**src/rtl/prien_arb.sv**
```systemverilog
// N-input priority arbiter with registered grant held until acknowledged; fixed or round-robin priority.
// Optional PRIEN_ARB_MULTI_EN adds a registered 'multi' flag (more than one request at capture).
module prien_arb #(
   parameter int N = 8,
   localparam int W = $clog2(N)
) (
   input  logic         clk,
   input  logic         rst,
   input  logic         en,
   input  logic         mode,
   input  logic [N-1:0] a,
   input  logic         ack,
   output logic [W-1:0] y,
   output logic [N-1:0] g,
`ifdef PRIEN_ARB_MULTI_EN
   output logic         multi,
`endif
   output logic         valid
);

   typedef enum logic {S_IDLE, S_GRANT} state_t;

   state_t       r_state;
   logic [W-1:0] r_y;
   logic [N-1:0] r_g;
   logic         r_valid;
   logic [W-1:0] r_ptr;
   logic         r_mode;

   logic [W-1:0] w_start;
   logic [W-1:0] w_win;
   logic [N-1:0] w_onehot;
   logic         w_found;
   int           w_idx;

   // Fixed priority is round-robin search starting from N-1; index math wraps modulo N.
   always_comb begin
      w_start = mode ? r_ptr : W'(N - 1);
      w_win   = '0;
      w_found = 1'b0;
      w_idx   = 0;
      for (int k = 0; k < N; k++) begin
         w_idx = int'(w_start) - k;
         if (w_idx < 0) w_idx = w_idx + N;
         if (!w_found && a[w_idx]) begin
            w_win   = W'(w_idx);
            w_found = 1'b1;
         end
      end
      w_onehot = N'(1) << w_win;
   end

`ifdef PRIEN_ARB_MULTI_EN
   logic r_multi;
   logic w_multi;

   assign w_multi = |(a & (a - N'(1)));
   assign multi   = r_multi;

   always_ff @(posedge clk or posedge rst) begin
      if (rst) begin
         r_multi <= 1'b0;
      end else if (r_state == S_IDLE && en && (|a)) begin
         r_multi <= w_multi;
      end else if (r_state == S_GRANT && ack) begin
         r_multi <= 1'b0;
      end
   end
`endif

   always_ff @(posedge clk or posedge rst) begin
      if (rst) begin
         r_state <= S_IDLE;
         r_y     <= '0;
         r_g     <= '0;
         r_valid <= 1'b0;
         r_ptr   <= W'(N - 1);
         r_mode  <= 1'b0;
      end else begin
         case (r_state)
            S_IDLE: begin
               r_valid <= 1'b0;
               if (en && (|a)) begin
                  r_y     <= w_win;
                  r_g     <= w_onehot;
                  r_valid <= 1'b1;
                  r_mode  <= mode;
                  r_state <= S_GRANT;
               end
            end
            S_GRANT: begin
               // The grant is latched: request, enable and mode are ignored until ack.
               if (ack) begin
                  r_valid <= 1'b0;
                  r_g     <= '0;
                  r_state <= S_IDLE;
                  if (r_mode)
                     r_ptr <= (r_y == '0) ? W'(N - 1) : r_y - 1'b1;
               end
            end
            default: r_state <= S_IDLE;
         endcase
      end
   end

   assign y     = r_y;
   assign g     = r_g;
   assign valid = r_valid;

endmodule

```
**config.mk**
```make
export PLATFORM = sky130hd
export DESIGN_NAME = prien_arb
export DESIGN_NICKNAME = d
export VERILOG_FILES = /design/src/rtl/prien_arb.sv
export SDC_FILE = /design/constraint.sdc
export NUM_CORES = 1
export LEC_CHECK = 0
export ABC_AREA = 1
export CAP_MARGIN = 20
export CELL_PAD_IN_SITES_DETAIL_PLACEMENT = 0
export CELL_PAD_IN_SITES_GLOBAL_PLACEMENT = 1
export CORE_UTILIZATION = 35
export DETAILED_ROUTE_END_ITERATION = 16
export PLACE_DENSITY = 0.83
export SYNTH_ARGS = -nofsm -noshare
export SYNTH_HDL_FRONTEND = slang
export SYNTH_SLANG_ARGS = --single-unit
```
**constraint.sdc**
```tcl
create_clock -name clk -period 4.47 [get_ports clk]
set_input_delay 0.894 -clock clk [delete_from_list [all_inputs] [get_ports clk]]
set_output_delay 0.894 -clock clk [all_outputs]
set_load 0.01 [all_outputs]
```
# Yosys cells after proc, flatten, opt, wreduce, memory -nomap -nowiden
# Index checks and enable logic that the tools add are counted.
[totals]
regBits = 17
input_bits = 13
output_inout_bits = 12
elab_cells = 119
[op_classes]
n_addsub = 16
order_cmp = 16
n_eq_ne = 2
n_shift = 1
n_mux = 57
bitwise = 1
n_reduce_logical = 20
[ops]
columns = ["op", "n"]
rows = [
  ["32-bit by 5-bit < comparator with 1-bit output, second input constant", 8],
  ["32-bit 2-to-1 mux", 7],
  ["4-bit by 5-bit adder with 6-bit output, second input constant", 7],
  ["3-bit 2-to-1 mux", 10],
  ["4-bit by 1-bit < comparator with 1-bit output, second input constant", 7],
  ["1-bit 2-to-1 mux", 26],
  ["1-bit binary-select mux with 3-bit select", 8],
  ["8-bit 2-to-1 mux", 2],
  ["8-bit case mux with 2 select lines", 1],
  ["3-bit by 3-bit subtractor with 4-bit output, second input constant", 4],
  ["1-bit logical AND", 8],
  ["8-bit OR reduction", 1],
  ["1-bit by 3-bit left shift with 8-bit output, first input constant", 1],
  ["3-bit by 2-bit subtractor with 4-bit output, second input constant", 2],
  ["1-bit logical NOT", 7],
  ["3-bit by 4-bit adder with 5-bit output, second input constant", 1],
  ["5-bit 2-to-1 mux", 1],
  ["2-bit != test, second input constant", 2],
  ["1-bit case mux with 2 select lines", 2],
  ["2-bit AND reduction", 2],
  ["3-bit by 1-bit subtractor with 4-bit output, second input constant", 1],
  ["3-bit logical NOT", 1],
  ["3-bit by 1-bit < comparator with 1-bit output, second input constant", 1],
  ["3-bit AND reduction", 1],
  ["2 further kinds", 2],
]

# Logic depth before layout (Yosys ltp)
[logic_depth]
ltp_word = 31
mapped_depth = 19

# Worst setup path after synthesis
# No wires, ideal clock.
[synth_path]
path_type = "input-to-reg"
startpoint = "input mode"
endpoint = "register r_g[1] (netlist: g[1])"
arrival_time_ps = 2691
required_time_ps = 4354
path_slack_ps = 1662
cell_stages = 16
n_path_buf = 2
cell_sequence = "buf_6 nand2_4 buf_2 ha_1 xor2_2 inv_1 nand2_1 nand2_2 nor2_8 nand4_2 nor2_2 inv_1 nand3_2 nor2_2 nand2_1 nand2_1"
[synth_between]
elab_chain_len = 31
word_cells_on_any_way = 88
[synth_lines]
columns = ["element", "line_no", "rtl"]
rows = [
  ["start, declared", "10", "input logic mode,"],
  ["3-bit 2-to-1 mux *", "38", "w_start = mode ? r_ptr : W'(N - 1);"],
  ["parallel branches: the longest is 26 deep, another holds 4-bit by 5-bit adder with 6-bit output", "-", ""],
  ["3-bit 2-to-1 mux *", "45", "if (!w_found && a[w_idx]) begin"],
  ["1-bit by 3-bit left shift with 8-bit output *", "50", "w_onehot = N'(1) << w_win;"],
  ["8-bit 2-to-1 mux *", "83", "if (en && (|a)) begin"],
  ["8-bit case mux with 2 select lines *", "80", "case (r_state)"],
  ["end signal, assigned", "85", "r_g <= w_onehot;"],
  ["end, declared", "25", "logic [N-1:0] r_g;"],
]
# Mark *: on every way between the ends. The select of a mux whose other input is x is not followed.
# A chain may end at the register's enable or synchronous reset.

# Worst setup path after layout
[layout_path]
startpoint = "input mode"
endpoint = "register r_g[5] (netlist: g[5])"
# Same word-level chain as after synthesis.

==> flow_summary.yaml <==
yosys:
  synth.distinct_cells: 30
  synth.net_count: 314
  ys_ff_latch: 17
  syn_area_per_cell_um2: 6.30
  seq_area_frac_synth_pct: 22.9
  synth_area_um2: 1880
  yosysWarnings: 0
  synth_cells: 298
sta:
  finalHoldViolCount: 0
  period_minus_slack_ps: 3480
  worstMarginPinSlew_ps: 623
  finClkSkew_ps: 2.38
  timing.hold.ws_ps: 475
  rsz0062_at_grt: "no"
  slew_headroom_pct: 58.4
  tns_ps: 0
  period_share_pct: 77.7
  max_freq_mhz: 288
  setup_violations: 0
  final-max-slew-violation-count: 0
route:
  drc: 0
  viasPerCell: 4.99
  ant_nets: 0
  wl_per_cell_um: 12.0
  via_count: 1951
  drt-total-wl_um: 4690
  initialDrtViolationCount: 95
  dr.pass1.iters: 4
cts:
  clockBufferDepth: 2
  cts-resized-gates: 0
  cts_root_buf: "clkbuf_8"
  cts_tree: "done"
  clkSinkCount: 17
  htree_levels: 1
  clk_pin_slew_ps: 60
  numCtsBuffers: 3
  clk_latency_ps: 250
  post_cts.repair.setup_buffers: 0
  hold_buffers: 0
run:
  drv_cap: 0
floorplanning:
  die_area_um2: 5660
  fp.dieW_um: 75.2
  die_y_um: 75.2
  fp.coreArea_um2: 5140
  ios: 25
  rows: 26
  initial_core_util_pct: 36.5
power:
  p_per_area_nw_per_um2: 650
  vdd_drop_max_mv: 0.289
  p_leak_nw: 1.14
critical_path:
  crit_type: "in2reg"
  cp.arrival_ps: 3620
  cp_max_fo: 17
  required_ps: 4610
  critPathLaunchType: "input pin"
  critPathCaptureType: "flip-flop"
layout:
  fin_util_pct: 42.8
  diodes: 0
  drive_above_1_share_pct: 17.8
  regArea_um2: 429
  multi_input_area_um2: 1270
  layout_commonest_cell: "nand2_1"
  final_cell_mix: "nand2_1, nand3_1, clkdlybuf4s50_1, inv_1, nor2_1"
  stdcell_area_um2: 2200
  final_cells: 391
  fin_nets: 338
  fillers: 575
  syn2layout_area_growth_pct: 17.2
place:
  place_area_um2: 2150
  dp.cells: 387
  io_buffers: 24
  place_congestion: 0.843
  dp_hpwl_um: 3730
outcome:
  status: "complete, no violations"
grt:
  grt_pass1_vias: 1878
  grt_remaining_overflow: 0
  grt_usage_pct: 18.4
  grt_max_degree: 18
  grt_pass1_wl_um: 8060
  antenna_found_initial: 0
min_path:
  hp-class: "reg2reg"
==> critical path, stage by stage <==
cell and delay, ps:
clkdlybuf4s50_1 760, nand2_4 220, ha_1 270, xor2_2 290, inv_1 90, nand2_1 120
nand2_2 130, nor2_8 160, nand4_2 140, nor2_2 160, inv_1 60, nand3_2 130
nor2_2 60, nand2_1 60, nand2_1 50
==> per-stage QoR <==
stage                     power [mW]  setup slack [ps]
final                           1.43               995
after detailed placement        1.31               745
after global placement          1.32               740
after floorplan                 1.06              1660
after CTS                       1.43              1000
after global routing            1.57               774
==> final cells by class <==
| cell class | instances | share of cell area, % |
|---|---|---|
| Sequential cell | 17 | 19.5 |
| Clock buffer | 4 | 2.05 |
| Timing Repair Buffer | 25 | 11.3 |
| Inverter | 32 | 5.57 |
| Tap cell | 70 | 3.98 |
| Multi-Input combinational cell | 243 | 57.6 |
==> state kept, by name, summed over array words and instances (netlist names) <==
name / count
g: 8
r_ptr: 3
y: 3
r_mode: 1
r_state: 1
valid: 1
==> cells in the mapped netlist <==
cell type  number  area (um2)
buf_4           1        7.51
nor3_2          1        10.0
nand4_2         1        12.5
inv_1          23        86.3
inv_4           1        6.26
nor2_1         18        67.6
dfstp_2         3        78.8
xor2_2          1        16.3
buf_2           1        5.00
buf_6           4        45.0
nor2_8          1        20.0
nand3_4         1        17.5
nand3_2        10         100
nand2_4         4        45.0
nor4_1          1        6.26
nor3_1          2        10.0
nor2_2          6        37.5
nand4_1         7        43.8
inv_2           8        30.0
dfrtp_1        14         350
o21ai_0        13        65.1
o21ai_1         1        5.00
nand3b_1        1        7.51
nor2_4          4        45.0
nand2_1       110         413
a21oi_1         1        5.00
nand2_2        12        75.1
o21a_1          1        7.51
ha_1            3        37.5
nand3_1        44         220
==> per-layer routing <==
layer,global-route usage [%],part of all wire [%]
met5,0,0
met4,5.14,1.5
met3,0.535,3.3
met2,33.4,47
met1,23.9,49
==> kinds of logic (layout without fill, tap and decap cells) <==
| kind of cell | after synthesis | count (layout) | share of synthesized area [%] |
|---|---|---|---|
| fa+ha+maj | 3 | 3 | 2.00 |
| compound gates | 16 | 16 | 4.40 |
| buf+inv | 38 | 61 | 9.60 |
| simple gates | 223 | 223 | 60.3 |
| flops | 17 | 17 | 22.9 |
| xor+xnor | 1 | 1 | 0.867 |
==> power breakdown <==
part           internal [mW]  leakage (nW)  switching [mW]  total (mW)
sequential             0.226         0.215          0.0442       0.270
combinational          0.360         0.900           0.688        1.05
clock                 0.0632        0.0228          0.0484       0.112
==> worst paths after layout <==
path / start / cells past startpoint / to / slack, ps
setup / recovery: mode / 15 / g[5]$_DFFE_PP0P_ / 990
hold / removal: g[1]$_DFFE_PP0P_ / 2 / g[1]$_DFFE_PP0P_ / 470
setup reg to reg: r_ptr[0]$_DFFE_PP1P_ / 15 / g[5]$_DFFE_PP0P_ / 1800
hold reg to reg: g[1]$_DFFE_PP0P_ / 2 / g[1]$_DFFE_PP0P_ / 470
max in group asynchronous: rst / 2 / g[3]$_DFFE_PP0P_ / 3050
min in group asynchronous: rst / 2 / r_state$_DFF_PP0_ / 1020
Power figures use the tool's default switching activity.
